**config.mk**
```make
export PLATFORM = sky130hd
export DESIGN_NAME = spi_mem_ctrl
export DESIGN_NICKNAME = d
export VERILOG_FILES = /design/src/rtl/mem_pkg.sv /design/src/rtl/spi_clkgen.sv /design/src/rtl/spi_mem_ctrl.sv
export SDC_FILE = /design/constraint.sdc
export NUM_CORES = 1
export LEC_CHECK = 0
export CAP_MARGIN = 20
export CORE_AREA = 2 2 139 141
export DETAILED_ROUTE_END_ITERATION = 16
export DIE_AREA = 0 0 141 143
export PLACE_DENSITY_LB_ADDON = 0.05
export RECOVER_POWER = 50
export SKIP_LAST_GASP = 1
export SYNTH_ARGS = -nofsm -noshare
export SYNTH_HDL_FRONTEND = slang
export SYNTH_SLANG_ARGS = --single-unit
```
**constraint.sdc**
```tcl
create_clock -name clk -period 4.45 [get_ports clk]
set_input_delay 0.89 -clock clk [delete_from_list [all_inputs] [get_ports clk]]
set_output_delay 0.89 -clock clk [all_outputs]
set_load 0.005 [all_outputs]
```
**src/rtl/mem_pkg.sv**
```systemverilog
// Shared definitions for the SPI memory controller: opcodes, frame length,
// FSM state encoding and the byte-order helper used on both data paths.
package mem_pkg;

    localparam logic [7:0] SPI_CMD_READ  = 8'h03;
    localparam logic [7:0] SPI_CMD_WRITE = 8'h02;
    localparam int         FRAME_BITS    = 64;

    typedef enum logic [2:0] {
        IDLE,
        FAULT,
        START,
        SHIFT,
        STOP,
        DONE
    } memctl_state_t;

    // Data bytes travel little-endian on the wire, MSB-first within a byte.
    function automatic logic [31:0] byte_swap(input logic [31:0] w);
        return {w[7:0], w[15:8], w[23:16], w[31:24]};
    endfunction

endpackage

```
**src/rtl/spi_clkgen.sv**
```systemverilog
// SCLK divider: toggles the SCLK level every CLK_DIV enabled cycles and flags
// the cycle whose closing edge makes SCLK rise or fall. Idles low when disabled.
module spi_clkgen #(
    parameter int CLK_DIV = 1
) (
    input  logic clk,
    input  logic reset,
    input  logic en_i,
    output logic sclk_o,
    output logic rise_stb_o,
    output logic fall_stb_o
);

    localparam logic [7:0] DIV_LAST = 8'(CLK_DIV - 1);

    logic [7:0] cnt_q, cnt_d;
    logic       sclk_q, sclk_d;
    logic       wrap;

    always_comb begin
        wrap   = en_i && (cnt_q == DIV_LAST);
        cnt_d  = 8'd0;
        sclk_d = 1'b0;
        if (en_i) begin
            cnt_d  = wrap ? 8'd0 : cnt_q + 8'd1;
            sclk_d = wrap ? ~sclk_q : sclk_q;
        end
    end

    always_ff @(posedge clk or negedge reset) begin
        if (!reset) begin
            cnt_q  <= 8'd0;
            sclk_q <= 1'b0;
        end else begin
            cnt_q  <= cnt_d;
            sclk_q <= sclk_d;
        end
    end

    assign sclk_o     = sclk_q;
    assign rise_stb_o = wrap && !sclk_q;
    assign fall_stb_o = wrap && sclk_q;

endmodule

```
**src/rtl/spi_mem_ctrl.sv**
```systemverilog
// Serial SPI memory controller: turns one mem_ce request into a 64-bit mode-0
// frame (cmd, 24-bit address, 4 data bytes) and reports completion or fault.
module spi_mem_ctrl
    import mem_pkg::*;
#(
    parameter int CLK_DIV = 1,
    parameter int ADDR_W  = 24,
    parameter int CS_HOLD = 2
) (
    input  logic          clk,
    input  logic          reset,
    input  logic          mem_ce,
    input  logic          mem_we,
    input  logic [31:0]   addr,
    input  logic [31:0]   wdata,
    output logic [31:0]   rdata,
    output logic          mem_busy,
    output logic          mem_valid,
    output logic          access_fault,
    output logic          spi_sclk,
    output logic          spi_cs_n,
    output logic          spi_mosi,
    input  logic          spi_miso,
    output memctl_state_t dbg_state
);

    localparam logic [7:0] DIV_LAST  = 8'(CLK_DIV - 1);
    localparam logic [7:0] HOLD_LAST = 8'(CS_HOLD - 1);
    localparam logic [6:0] BIT_LAST  = 7'(FRAME_BITS - 1);

    memctl_state_t         state_q, state_d;
    logic                  armed_q, armed_d;
    logic                  we_q, we_d;
    logic [7:0]            cnt_q, cnt_d;
    logic [6:0]            bit_cnt_q, bit_cnt_d;
    logic [FRAME_BITS-2:0] tx_q, tx_d;
    logic [31:0]           rx_q, rx_d;
    logic [31:0]           rdata_q, rdata_d;
    logic                  mosi_q, mosi_d;
    logic                  busy_q, valid_q, fault_q, cs_n_q;
    logic                  rise_stb, fall_stb;
    logic [23:0]           addr_field;
    logic [63:0]           frame;

    spi_clkgen #(.CLK_DIV(CLK_DIV)) u_clkgen (
        .clk        (clk),
        .reset      (reset),
        .en_i       (state_q == SHIFT),
        .sclk_o     (spi_sclk),
        .rise_stb_o (rise_stb),
        .fall_stb_o (fall_stb)
    );

    // Word-aligned address, zero-extended into the 24-bit address field.
    assign addr_field = 24'(addr[ADDR_W-1:0]) & 24'hFF_FFFC;
    assign frame      = {mem_we ? SPI_CMD_WRITE : SPI_CMD_READ, addr_field,
                         mem_we ? byte_swap(wdata) : 32'h0};

    always_comb begin
        state_d   = state_q;
        armed_d   = armed_q | mem_ce;
        we_d      = we_q;
        cnt_d     = cnt_q;
        bit_cnt_d = bit_cnt_q;
        tx_d      = tx_q;
        rx_d      = rx_q;
        rdata_d   = rdata_q;
        mosi_d    = mosi_q;
        case (state_q)
            IDLE: begin
                if (!mem_ce && armed_q) begin
                    armed_d = 1'b0;
                    we_d    = mem_we;
                    if (|addr[31:ADDR_W]) begin
                        state_d = FAULT;
                    end else begin
                        state_d   = START;
                        cnt_d     = 8'd0;
                        bit_cnt_d = 7'd0;
                        tx_d      = frame[FRAME_BITS-2:0];
                        mosi_d    = frame[FRAME_BITS-1];
                    end
                end
            end
            FAULT: state_d = IDLE;
            START: begin
                if (cnt_q == DIV_LAST) begin
                    state_d = SHIFT;
                    cnt_d   = 8'd0;
                end else begin
                    cnt_d = cnt_q + 8'd1;
                end
            end
            SHIFT: begin
                if (rise_stb) rx_d = {rx_q[30:0], spi_miso};
                // After the last bit the shifter has drained, so MOSI returns to 0.
                if (fall_stb) begin
                    tx_d      = {tx_q[FRAME_BITS-3:0], 1'b0};
                    mosi_d    = tx_q[FRAME_BITS-2];
                    bit_cnt_d = bit_cnt_q + 7'd1;
                    if (bit_cnt_q == BIT_LAST) begin
                        state_d = STOP;
                        cnt_d   = 8'd0;
                    end
                end
            end
            STOP: begin
                if (cnt_q == HOLD_LAST) begin
                    state_d = DONE;
                    if (!we_q) rdata_d = byte_swap(rx_q);
                end else begin
                    cnt_d = cnt_q + 8'd1;
                end
            end
            DONE:    state_d = IDLE;
            default: state_d = IDLE;
        endcase
    end

    always_ff @(posedge clk or negedge reset) begin
        if (!reset) begin
            state_q   <= IDLE;
            armed_q   <= 1'b1;
            we_q      <= 1'b0;
            cnt_q     <= 8'd0;
            bit_cnt_q <= 7'd0;
            tx_q      <= '0;
            rx_q      <= 32'h0;
            rdata_q   <= 32'h0;
            mosi_q    <= 1'b0;
            busy_q    <= 1'b0;
            valid_q   <= 1'b0;
            fault_q   <= 1'b0;
            cs_n_q    <= 1'b1;
        end else begin
            state_q   <= state_d;
            armed_q   <= armed_d;
            we_q      <= we_d;
            cnt_q     <= cnt_d;
            bit_cnt_q <= bit_cnt_d;
            tx_q      <= tx_d;
            rx_q      <= rx_d;
            rdata_q   <= rdata_d;
            mosi_q    <= mosi_d;
            busy_q    <= (state_d == START) || (state_d == SHIFT) || (state_d == STOP);
            valid_q   <= (state_d == DONE);
            fault_q   <= (state_d == FAULT);
            cs_n_q    <= !((state_d == START) || (state_d == SHIFT));
        end
    end

    assign rdata        = rdata_q;
    assign mem_busy     = busy_q;
    assign mem_valid    = valid_q;
    assign access_fault = fault_q;
    assign spi_cs_n     = cs_n_q;
    assign spi_mosi     = mosi_q;
    assign dbg_state    = state_q;

endmodule

```
==> out/summary.txt <==
CTS
------------------------------------------------------------------------------------
Number of buffers inserted to repair setup after CTS                               0
Total clock buffers created by CTS                                                17
Number of buffers inserted for hold repair after clock tree synthesis              0
CTS clock-pin slew for the worst setup and hold paths                          60 ps
Post_cts resized                                                                   0
Number of H-tree levels                                                            4
Maximum clock insertion buffer count                                               2
Clk Latency, worst-skew pair                                                  420 ps
Number of clock sinks                                                            161
Clock tree from TritonCTS                                                      built
Clock root buffer master                                                sky130_fd_sc_hd__clkbuf_16

WORST HOLD PATH
------------------------------------------------------------------------------------
Class of the tightest hold or removal check                             input port to asynchronous set/reset pin

SYNTHESIS
------------------------------------------------------------------------------------
Mux cell area share after synthesis                                            0.125
Top_reg_cell synth                                                      sky130_fd_sc_hd__dfrtp_1
Number of synthesized flops with an enable pin                                     0
Yosys reg bits                                                                   161
Post-synth ARST share                                                           1.00
Area share of and/or/nand/nor cells after synthesis                            0.151
Parity-gate share of the synthesized area counting xor and xnor cells         0.0144
Mapped Nets                                                                      711
Number of library cell types mapped by synthesis                                  60
Number of instances in the synthesized netlist                                   636
Fraction of the yosys area taken by sequential cells                           0.552
Share of the synthesized area in compound gates (AO/OA/AOI/OAI)                0.106
Combinational family with the most area after synthesis                 simple AND/OR/NAND/NOR gates
Area share of fa/ha/maj cells after synthesis                                 0.0103
Post-synthesis instance area                                                7300 um2
Number of warnings issued by yosys                                                 0
Avg Cell Area, Syn                                                          11.5 um2

SETUP PATH
------------------------------------------------------------------------------------
Type of element launching the critical path                               input port
Critical path's top delay family                                        simple AND/OR/NAND/NOR gates
Crit-path max cell delay                                                      620 ps
CP startpoint                                                               addr[29]
Reg-to-reg critical path startpoint                                     cnt_q[3]$_DFFE_PN0P_
Worst Path Class, Setup                                                 input port to flip-flop
WP buf/inv                                                                         2
Critical path's slowest cell                                            sky130_fd_sc_hd__or4_1
Largest driver fanout on the critical path                                        34
Crit path depth                                                                    7
Number of cells on the worst reg-to-reg path                                       5
Required time of the critical path                                           4790 ps
Critical path, cell by cell                                             dlygate4sd3_1 -> or4_1 -> nor4_4 -> a31o_4 -> buf_4 -> nor2_1 -> a31oi_1
Endpoint kind of the worst setup timing path                               flip-flop
Arrival time of the worst setup path                                         3380 ps

FINAL LAYOUT
------------------------------------------------------------------------------------
Footprint of the multi-input gates                                          2980 um2
Diode count                                                                        0
Area Growth Syn to Fin                                                         24.3%
Filler instances                                                                1676
Commonest cells after routing, fill and taps aside                      sky130_fd_sc_hd__dfrtp_1, sky130_fd_sc_hd__clkdlybuf4s50_1, sky130_fd_sc_hd__nor2_1
Nets                                                                             810
Ratio of cells with drive above 1 in the final layout                          0.210
Combined flip-flop and latch cell area                                      4030 um2
Leading cell type in the layout, fill and taps excluded                 sky130_fd_sc_hd__dfrtp_1

PWR
------------------------------------------------------------------------------------
Relative contribution of sequential cells to total power                       0.502
Power Dens Cells                                                          326 nW/um2
Sw power                                                                      665 uW
Internal Dissipation                                                         2290 uW
Worst IR Drop VDD                                                           0.261 mV
Fraction of power consumed by combinational cells                              0.037
Proportion of total power due to net switching                                 0.225
Static power due to leakage                                               0.00427 uW
Fraction of power consumed by the clock network                                0.462

DRT
------------------------------------------------------------------------------------
Ratio of routed vias to standard cells                                          5.13
Met2 routed WL                                                               6.77 mm
Highest routing layer actually used                                             met4
Routed metal-1 wire length                                                   7.04 mm
Avg WL per Cell                                                              14.8 um
TritonRoute pass-1 iters                                                           4
Total met3 wirelength after detailed routing                                  561 um
Residual DRC count                                                                 0
Number of vias after detailed routing                                           5040
Number of DRC markers in iteration 0                                             277
Total Routed Length                                                          14.6 mm
Antenna Violating Nets Remaining                                                   0

TIMING
------------------------------------------------------------------------------------
Worst Skew                                                                   11.9 ps
Fmax                                                                       0.329 GHz
Post-route setup slack                                                       1410 ps
Setup TNS                                                                       0 ps
Worst-case hold slack                                                         444 ps
Fraction of the cycle the final worst path needs                               0.683
Setup violation total in the final timing report                                   0
Max-slew headroom                                                             -0.375
RSZ-0062 raised after global routing                                           false
Max Transition Viols Final                                                       104
Min Clock Period, post-route                                                 3040 ps
Pin slew with the least headroom to its limit                                2060 ps
Fin. Hold Viols                                                                    0

GLOBAL ROUTING
------------------------------------------------------------------------------------
Wire length of the first global-routing pass                                 24.5 mm
Antenna violations before repair                                                   0
Maximum number of pins on one net before global-route repair                      84
Total routing usage reported by global routing                                 0.151
Global route total overflow                                                        0
Vias in the first global route                                                  4957

PLACEMENT
------------------------------------------------------------------------------------
Post-placement setup slack                                                   1080 ps
Number of buffers added on ports                                                 107
GPL Wtd Cong                                                                   0.788
Detailed-placement wirelength estimate                                       9.63 mm

FLOORPLANNING
------------------------------------------------------------------------------------
Vertical die dimension                                                        143 um
Total core area                                                            18600 um2
Chip Width                                                                    141 um
Die outline area                                                           20200 um2
Ports placed on the boundary                                                     110
Row count                                                                         50
Initial cell density of the core                                               0.393

RUN STATUS
------------------------------------------------------------------------------------
Violations in the final reports                                         capacitance limit, slew limit
Run status                                                              finished with violations

FLOW RUN
------------------------------------------------------------------------------------
MaxCap Viol Count                                                                  3

-- cells by family (layout without fill, tap and decap cells) --
| family | after synthesis | in the layout |
|---|---|---|
| DFF | 161 | 161 |
| muxes | 83 | 83 |
| xor gates and xnor gates | 12 | 12 |
| buffers and inverters | 47 | 159 |
| AOI/OAI and AO/OA | 105 | 105 |
| adders and majority gates | 6 | 6 |
| and+or+nand+nor | 222 | 222 |
-- worst register-to-register path, delay by kind of cell, from the launching register on --
family | cells | cell delay, ps
AOI/OAI and AO/OA | 2 | 820
and+or+nand+nor | 2 | 940
muxes | 1 | 350
DFF | 1 | 420
-- sequential cells by signal, summed over array words and instances (netlist names) --
| register | flops |
|---|---|
| u_clkgen.sclk_o | 1 |
| mem_valid | 1 |
| u_clkgen.cnt_q | 8 |
| spi_mosi | 1 |
| cnt_q | 8 |
| bit_cnt_q | 7 |
| armed_q | 1 |
| dbg_state | 3 |
| rx_q | 32 |
| mem_busy | 1 |
| rdata | 32 |
| access_fault | 1 |
| we_q | 1 |
| tx_q | 63 |
| spi_cs_n | 1 |
-- power by group through the flow --
| stage | Sequential, uW | Combinational [uW] | Clock (uW) |
|---|---|---|---|
| 2_1_floorplan | 1510 | 15.7 | 0 |
| 3_3_place_gp | 1510 | 109 | 0 |
| 3_5_place_dp | 1510 | 111 | 0 |
| 4_1_cts | 1480 | 111 | 1420 |
| 5_1_grt | 1480 | 121 | 1490 |
| 6_report | 1480 | 109 | 1370 |
-- metrics by stage --
stage / power (uW) / utilization / cell area, um2 / std cells
global route: 3090 / 0.488 / 9070 / 982
CTS: 3010 / 0.487 / 9060 / 980
detailed placement: 1620 / 0.458 / 8500 / 948
finish: 2960 / 0.488 / 9070 / 982
global placement: 1620 / 0.458 / 8500 / 948
floorplan: 1520 / - / 7300 / 636
-- final cells by class --
type                            instances  share of cell area
Multi-Input combinational cell        428               0.329
Tap cell                              234              0.0323
Clock inverter                         12              0.0109
Timing Repair Buffer                  118               0.130
Sequential cell                       161               0.444
Inverter                                9             0.00372
Clock buffer                           20              0.0504
-- per-layer routing --
metal / vias up / global-route usage
met5: - / 0
met4: 0 / 0.0574
met3: 14 / 0.0329
met2: 107 / 0.243
met1: 2490 / 0.202
li1: 2429 / -
-- final timing paths --
kind	end	slack, ps
max	tx_q[10]$_DFFE_PN0P_	1410
min	rdata[26]$_DFFE_PN0P_	440
max reg2reg	cnt_q[0]$_DFFE_PN0P_	1810
min reg2reg	tx_q[59]$_DFFE_PN0P_	470
max in group asynchronous	tx_q[3]$_DFFE_PN0P_	1660
min in group clk	tx_q[59]$_DFFE_PN0P_	470
-- synthesized netlist by cell type (2+ instances only) --
cell,count,area (um2)
sky130_fd_sc_hd__buf_2,12,60.1
sky130_fd_sc_hd__inv_1,9,33.8
sky130_fd_sc_hd__mux2_1,3,33.8
sky130_fd_sc_hd__nor2_1,69,259
sky130_fd_sc_hd__mux2i_1,18,180
sky130_fd_sc_hd__o41ai_1,2,17.5
sky130_fd_sc_hd__o21ai_0,10,50.1
sky130_fd_sc_hd__nand3b_1,2,15.0
sky130_fd_sc_hd__dfstp_2,2,52.6
sky130_fd_sc_hd__nor2_2,7,43.8
sky130_fd_sc_hd__nand3_1,31,155
sky130_fd_sc_hd__or3b_2,2,17.5
sky130_fd_sc_hd__ha_1,6,75.1
sky130_fd_sc_hd__a31oi_2,7,87.6
sky130_fd_sc_hd__xnor2_1,6,52.6
sky130_fd_sc_hd__xor2_1,6,52.6
sky130_fd_sc_hd__or3_1,2,12.5
sky130_fd_sc_hd__buf_6,4,45.0
sky130_fd_sc_hd__nand2b_1,2,12.5
sky130_fd_sc_hd__a21oi_1,24,120
sky130_fd_sc_hd__o21a_1,2,15.0
sky130_fd_sc_hd__nand2_1,57,214
sky130_fd_sc_hd__and3_1,21,131
sky130_fd_sc_hd__and3b_1,2,17.5
sky130_fd_sc_hd__or4_1,2,15.0
sky130_fd_sc_hd__a22o_1,2,17.5
sky130_fd_sc_hd__buf_4,4,30.0
sky130_fd_sc_hd__mux2_2,62,698
sky130_fd_sc_hd__a31oi_1,14,87.6
sky130_fd_sc_hd__nor2b_1,2,12.5
sky130_fd_sc_hd__buf_12,4,80.1
sky130_fd_sc_hd__nand4_1,3,18.8
sky130_fd_sc_hd__nor4_2,3,37.5
sky130_fd_sc_hd__clkbuf_1,14,52.6
sky130_fd_sc_hd__a21oi_2,30,263
sky130_fd_sc_hd__dfrtp_1,159,3980
sky130_fd_sc_hd__nor3_1,6,30.0
sky130_fd_sc_hd__and4_1,3,26.3
(Power assumes the default switching activity.)
